<file path="src/rtl/bsg_serial_less_than.sv">
// LSB-first serial magnitude comparator, chunk_p bits per cycle; `define BSG_SERIAL_LESS_THAN_SIGNED_EN for two's complement.
// Latency: v_o rises els_lp cycles after the accept edge; one compare per els_lp+2 cycles.
// Backpressure: ready_o low from accept until yumi_i; result held stable until yumi_i.
module bsg_serial_less_than #(
    parameter int width_p = 16,
    parameter int chunk_p = 4
) (
    input  logic               clk_i,
    input  logic               reset_i,
    input  logic               v_i,
    output logic               ready_o,
    input  logic [width_p-1:0] a_i,
    input  logic [width_p-1:0] b_i,
    output logic               v_o,
    output logic               lt_o,
    output logic               eq_o,
    input  logic               yumi_i
);

    localparam int els_lp = width_p / chunk_p;
    localparam int cnt_w_lp = (els_lp > 1) ? $clog2(els_lp) : 1;
    localparam logic [cnt_w_lp-1:0] last_cnt_lp = cnt_w_lp'(els_lp - 1);

    typedef enum logic [1:0] {
        IDLE = 2'd0,
        BUSY = 2'd1,
        DONE = 2'd2
    } state_e;

    state_e                state_r;
    logic [width_p-1:0]    a_sh_r;
    logic [width_p-1:0]    b_sh_r;
    logic [cnt_w_lp-1:0]   cnt_r;
    logic                  lt_r;
    logic                  eq_r;
    logic                  ready_r;
    logic                  v_r;
    logic                  lt_o_r;
    logic                  eq_o_r;

    logic [chunk_p-1:0]    ca;
    logic [chunk_p-1:0]    cb;
    logic [chunk_p-1:0]    ca_cmp;
    logic [chunk_p-1:0]    cb_cmp;
    logic                  is_last;
    logic                  lt_nxt;
    logic                  eq_nxt;

    assign ca      = a_sh_r[chunk_p-1:0];
    assign cb      = b_sh_r[chunk_p-1:0];
    assign is_last = (cnt_r == last_cnt_lp);

`ifdef BSG_SERIAL_LESS_THAN_SIGNED_EN
    localparam logic [chunk_p-1:0] msb_mask_lp = chunk_p'(1) << (chunk_p - 1);

    // Flipping the sign bit of the top chunk maps two's complement onto unsigned order.
    always_comb begin
        ca_cmp = ca;
        cb_cmp = cb;
        if (is_last) begin
            ca_cmp = ca ^ msb_mask_lp;
            cb_cmp = cb ^ msb_mask_lp;
        end
    end
`else
    always_comb begin
        ca_cmp = ca;
        cb_cmp = cb;
    end
`endif

    // A higher chunk that differs overrides whatever the lower chunks decided.
    assign lt_nxt = (ca_cmp < cb_cmp) | ((ca_cmp == cb_cmp) & lt_r);
    assign eq_nxt = eq_r & (ca == cb);

    assign ready_o = ready_r & ~reset_i;
    assign v_o     = v_r;
    assign lt_o    = lt_o_r;
    assign eq_o    = eq_o_r;

    always_ff @(posedge clk_i) begin
        if (reset_i) begin
            state_r <= IDLE;
            ready_r <= 1'b0;
            v_r     <= 1'b0;
            lt_o_r  <= 1'b0;
            eq_o_r  <= 1'b0;
            lt_r    <= 1'b0;
            eq_r    <= 1'b1;
            cnt_r   <= '0;
            a_sh_r  <= '0;
            b_sh_r  <= '0;
        end else begin
            case (state_r)
                IDLE: begin
                    ready_r <= 1'b1;
                    if (v_i && ready_r) begin
                        a_sh_r  <= a_i;
                        b_sh_r  <= b_i;
                        lt_r    <= 1'b0;
                        eq_r    <= 1'b1;
                        cnt_r   <= '0;
                        ready_r <= 1'b0;
                        state_r <= BUSY;
                    end
                end
                BUSY: begin
                    lt_r   <= lt_nxt;
                    eq_r   <= eq_nxt;
                    a_sh_r <= a_sh_r >> chunk_p;
                    b_sh_r <= b_sh_r >> chunk_p;
                    if (is_last) begin
                        v_r     <= 1'b1;
                        lt_o_r  <= lt_nxt;
                        eq_o_r  <= eq_nxt;
                        state_r <= DONE;
                    end else begin
                        cnt_r <= cnt_r + cnt_w_lp'(1);
                    end
                end
                DONE: begin
                    if (yumi_i) begin
                        v_r     <= 1'b0;
                        ready_r <= 1'b1;
                        state_r <= IDLE;
                    end
                end
                default: begin
                    state_r <= IDLE;
                    ready_r <= 1'b0;
                    v_r     <= 1'b0;
                end
            endcase
        end
    end

endmodule
</file>
<file path="config.mk">
export PLATFORM = sky130hd
export DESIGN_NAME = bsg_serial_less_than
export DESIGN_NICKNAME = d
export VERILOG_FILES = /design/src/rtl/bsg_serial_less_than.sv
export SDC_FILE = /design/constraint.sdc
export NUM_CORES = 1
export LEC_CHECK = 0
export ABC_AREA = 0
export BUFFER_PORTS_ARGS = -buffer_cell sky130_fd_sc_hd__buf_2
export CORE_UTILIZATION = 54
export DETAILED_ROUTE_END_ITERATION = 8
export GPL_TIMING_DRIVEN = 1
export PLACE_DENSITY = 0.79
export SLEW_MARGIN = 5
export SYNTH_ARGS = -nofsm -noshare
export SYNTH_HDL_FRONTEND = slang
export SYNTH_SLANG_ARGS = --single-unit
</file>
<file path="constraint.sdc">
create_clock -name clk_i -period 1.5 [get_ports clk_i]
set_input_delay 0.3 -clock clk_i [delete_from_list [all_inputs] [get_ports clk_i]]
set_output_delay 0.3 -clock clk_i [all_outputs]
set_load 0.05 [all_outputs]
</file>
==> flow_metrics.tcl, run 1 <==
set metrics [dict create \
    status "finished, final reports clean" \
    path_class "reg -> out" \
    yosysWarnings 0 \
    fin_crit_ns 1.398 \
    clkLatencyLatePin_ns 0.35 \
    grt_overflow 0 \
    p_per_area_nw_per_um2 1027 \
    syn2layout_area_growth_pct 16.49 \
    finalHoldViolations 0 \
    path_cells "nor2b_1 > clkbuf_4" \
    dr.first_iter.drc_count 106 \
    maxSlewViolCount 0 \
    cts_tree "yes" \
    grt_pass1_wl_um 6210 \
    viasPerCell 5.253 \
    critPathBufInv 1 \
    gp_congestion 0.7300 \
    clock_skew_ns 0.01004 \
    rsz0062_at_grt "false" \
    numCtsBuffers 5 \
    yosysTopAreaCellShare_pct 43.64 \
    fin_cells 312 \
    die_h_um 61.74 \
    num_vias 1639 \
    drv_cap 0 \
    cp_slowest_stage_delay_ns 0.37 \
    cts_num_sinks 42 \
    antenna_left 0 \
    slew_headroom_pct 76.77 \
    ios 40 \
    critPathCaptureType "primary output" \
    tns_ns 0 \
    antenna_found_initial 0 \
    grt_max_degree 50 \
    cts_root_buffer "clkbuf_4" \
    setup_ws_ns 0.1019 \
    critPathRequiredTime_ns 1.20 \
    crit_family "flip-flops" \
    dieArea_um2 3811 \
    syn_inst 226 \
    place_ws_ns 0.1190 \
    p_leak_uw 0.0009223 \
    dp_hpwl_um 2649 \
    place_inst 303 \
    syn_area_per_cell_um2 8.526 \
    holdWs_ns 0.1817 \
    syn_nets 267 \
    diodes 0 \
    cp_data_arrival_time_ns 1.10 \
    critPathLaunchType "flip-flop" \
    wl_um 3762 \
    layout-drive-gt1-share_pct 27.82 \
    ctsHoldBuffers 0 \
    drc 0 \
    hold_class "in -> reg" \
    setup_violations 0 \
    routedWlPerCell_um 12.06 \
    syn_area_um2 1927 \
    fmax_mhz 715.2 \
    htreeDepth 2 \
    finalCritPeriodShare_pct 93.21 \
    worstMarginPinSlew_ns 0.3485 \
    path_clk_slew_ns 0.11 \
    cp_slowest_cell "dfxtp_2" \
    ys_types 31 \
    yosysTopAreaCell "dfxtp_1" \
    crit_fanout 5 \
    rows 21 \
    synth_area_leaders "dfxtp_1 44%, nand2_1 11%, a311oi_2 7.8%" \
    cts_max_path_buffers 2 \
    first_pass_iters 4 \
    vdd_drop_max_uv 595.1 \
    ys_seq_elements 42 \
    numPortBuffers 39 \
    first_global_vias 1425 \
    core-area_um2 3390 \
    ys_seq_area_share_pct 43.64 \
    dieWidth_um 61.74 \
    initial_utilization_pct 56.85 \
    grt_usage_pct 22.44 \
    fin_nets 307 \
]
-- per-stage QoR --
step	total power (µW)	utilization, %	area [µm²]
2_1_floorplan	1669	-	1927
3_3_place_gp	1794	64.30	2180
3_5_place_dp	1807	64.30	2180
4_1_cts	2323	65.63	2225
5_1_grt	2445	66.22	2245
6_report	2305	66.22	2245
-- synthesized netlist by cell type --
cell type  instances
nor2_1            38
a21oi_1            9
buf_2              6
buf_6              2
nand4_1            1
a21oi_2            1
or2_1              1
a31oi_1            1
clkbuf_1           6
nor2b_1            3
a22oi_1            9
a311oi_2          10
and4bb_1           1
nor2b_4            1
nor2_2             2
and4_1             1
nor3b_1            1
a211oi_1           1
dfxtp_1           42
a2111oi_2          1
nand2_1           54
o21ai_0            1
nand3_1            2
o211ai_1           1
inv_1              4
ha_1               5
buf_4              5
nor3_1             1
nand2b_1           1
o21bai_1           1
a311oi_1          14
-- per-layer routing --
| layer | vias to the layer above | global-route usage [%] | wire, µm |
|---|---|---|---|
| met5 | - | 0 | 0 |
| met4 | 0 | 10.79 | 64 |
| met3 | 8 | 4.555 | 176 |
| met2 | 41 | 34.25 | 1690 |
| met1 | 725 | 30.44 | 1831 |
| li1 | 865 | - | - |
-- worst min-delay path, stage by stage --
cell     delay, ns
buf_2         0.07
a22oi_1       0.05
nor2_1        0.07
-- layout make-up --
type	count	area, µm²
clock buffer	7	45.04
sequential	42	843.3
timing repair buffer	52	320.3
inverter	4	15.01
tap	46	57.56
fill	299	1145
multi-input combinational	161	963.4
-- power by group --
group / switching, µW / total [µW] / leakage (µW) / internal [µW]
Combinational: 289 / 515 / 0.000551 / 226
Clock: 341 / 518 / 0.0000254 / 177
Sequential: 55.8 / 1270 / 0.000345 / 1220
Total: 686 / 2300 / 0.000922 / 1620
-- flip-flops by register name (all words and copies together), names as in the netlist --
name,count
lt_r,1
state_r,2
eq_r,1
ready_r,1
a_sh_r,16
eq_o,1
cnt_r,2
lt_o,1
v_o,1
b_sh_r,16
-- logic make-up after synthesis --
kind of cell / Yosys count / share of synthesized area, %
AO/OA/AOI/OAI: 49 / 22.99
adder cells (fa/ha/maj): 5 / 3.247
buffers and inverters: 23 / 6.623
flip-flops: 42 / 43.64
AND/OR/NAND/NOR: 107 / 23.51
-- cells in the final DEF (no fill, tap or decap), drive strengths merged, types with 2 or more instances in the layout --
cell    instances
a21oi          10
nand2          54
nand3           2
a22oi           9
a311oi         24
clkbuf          8
buf            51
nor2           40
inv             4
ha              5
nor2b           4
dfxtp          42
-- path summary, 6_finish.rpt --
check	from	end	slack [ns]	cells past startpoint
worst max-delay path	ready_r	ready_o	0.10	2
worst min-delay path	a_i[14]	a_sh_r[14]	0.18	3
worst max register to register	b_sh_r[1]	lt_o	0.11	6
worst min register to register	eq_o	eq_o	0.47	2
-- timing repair --
item	4_1_cts	5_1_grt
resized for setup	0	3
setup buffers	0	2
setup endpoints to repair	0	2
Power figures use the tool's default switching activity.
==> inputs of run 2 (changes only) <==
ABC_CLOCK_PERIOD_IN_PS = 1500   (was default)
REMOVE_ABC_BUFFERS = 1   (was default)
==> flow_metrics.tcl, run 2 (synthesis results as in run 1) <==
set metrics [dict create \
    status "finished, final reports clean" \
    num_vias 1661 \
    mostFrequentLayoutCell "nand2_1" \
    grt_usage_pct 23.95 \
    hold_class "in -> reg" \
    rows 21 \
    grt_max_degree 50 \
    vdd_drop_max_uv 635.5 \
    cp_data_arrival_time_ns 1.65 \
    stdcell_area_um2 2222 \
    dp_hpwl_um 2831 \
    core-area_um2 3390 \
    diodes 0 \
    worstMarginPinSlew_ns 0.3964 \
    cts_max_path_buffers 2 \
    ctsHoldBuffers 0 \
    cts_tree "yes" \
    wl_um 3991 \
    dr.first_iter.drc_count 123 \
    critPathRequiredTime_ns 1.75 \
    p_leak_uw 0.0009105 \
    dieWidth_um 61.74 \
    finalCritPeriodShare_pct 93.38 \
    fmax_mhz 713.9 \
    setup_violations 0 \
    p_per_area_nw_per_um2 1039 \
    grt_overflow 0 \
    first_pass_iters 4 \
    cts_num_sinks 42 \
    slew_headroom_pct 73.57 \
    antenna_left 0 \
    gp_congestion 0.7734 \
    drc 0 \
    numPortBuffers 39 \
    cts_root_buffer "clkbuf_4" \
    top_regs "a_sh_r (16), b_sh_r (16)" \
    placed_area_um2 2172 \
    final_cell_mix "54 x nand2_1, 40 x dfxtp_1, 38 x nor2_1, 38 x buf_2, 14 x a311oi_1" \
    layout-drive-gt1-share_pct 27.00 \
    crit_fanout 26 \
    final_util_pct 65.56 \
    grt_pass1_wl_um 6610 \
    critPathLaunchType "flip-flop" \
    routedWlPerCell_um 12.92 \
    numCtsBuffers 5 \
    min_path_cells 3 \
    first_global_vias 1525 \
    place_ws_ns 0.1160 \
    finalHoldViolations 0 \
    clock_skew_ns 0.008626 \
    fin_crit_ns 1.401 \
    r2r_cells 4 \
    setup_ws_ns 0.09923 \
    ios 40 \
    critPathCaptureType "flip-flop" \
    clkLatencyLatePin_ns 0.35 \
    initial_utilization_pct 56.85 \
    power.total_uw 2308 \
    dieArea_um2 3811 \
    die_h_um 61.74 \
    tns_ns 0 \
    path_clk_slew_ns 0.11 \
    syn2layout_area_growth_pct 15.32 \
    viasPerCell 5.375 \
    fin_nets 304 \
    maxSlewViolCount 0 \
    path_class "reg -> reg" \
    htreeDepth 2 \
    antenna_found_initial 0 \
    drv_cap 0 \
    rsz0062_at_grt "false" \
]
==> run 2: cell count changes in the layout (fill, tap and decap cells not counted), sizes merged <==
cell / previous run / this run
buf: 51 / 49
clkbuf: 8 / 7
==> run 2: worst max-delay path, stage by stage (launching register included) <==
cell      delay, ns
dfxtp_1        0.54
nand2b_1       0.20
buf_12         0.18
nand2_1        0.07
a311oi_1       0.30
==> run 2: final cells by class <==
type	count	area (µm²)
tap	46	57.56
multi-input combinational	161	963.4
clock buffer	7	45.04
timing repair buffer	49	297.8
sequential	42	843.3
inverter	4	15.01
fill	305	1167
==> run 2: path summary, 6_finish.rpt <==
| check | startpoint | to | slack [ns] |
|---|---|---|---|
| setup / recovery | state_r[1] | b_sh_r[5] | 0.1 |
| hold / removal | a_i[14] | a_sh_r[14] | 0.18 |
| setup reg to reg | state_r[1] | b_sh_r[5] | 0.1 |
| hold reg to reg | eq_o | eq_o | 0.46 |
==> run 2: stage by stage <==
stage                     hold WS [ns]  cells
after floorplan                 0.3679    207
after global placement          0.4402    302
after detailed placement        0.4452    302
after CTS                       0.1770    309
after global routing            0.2001    309
final                           0.1782    309
==> run 2: power by group <==
part	internal [µW]	switching [µW]
sequential	1220	60.4
clock	177	342
combinational	222	290
==> run 2: timing repair <==
| action | in CTS | in global routing |
|---|---|---|
| buffers inserted | 0 | 0 |
| resized for setup | 0 | 4 |
| setup endpoints to repair | 0 | 6 |
==> run 2: layer usage <==
metal | routed length, µm | track usage, % | vias up
met2 | 1907 | 40.71 | 37
met4 | 29 | 7.619 | 0
met5 | 0 | 0 | -
met1 | 1896 | 30.56 | 756
met3 | 159 | 4.969 | 4
li1 | - | - | 864
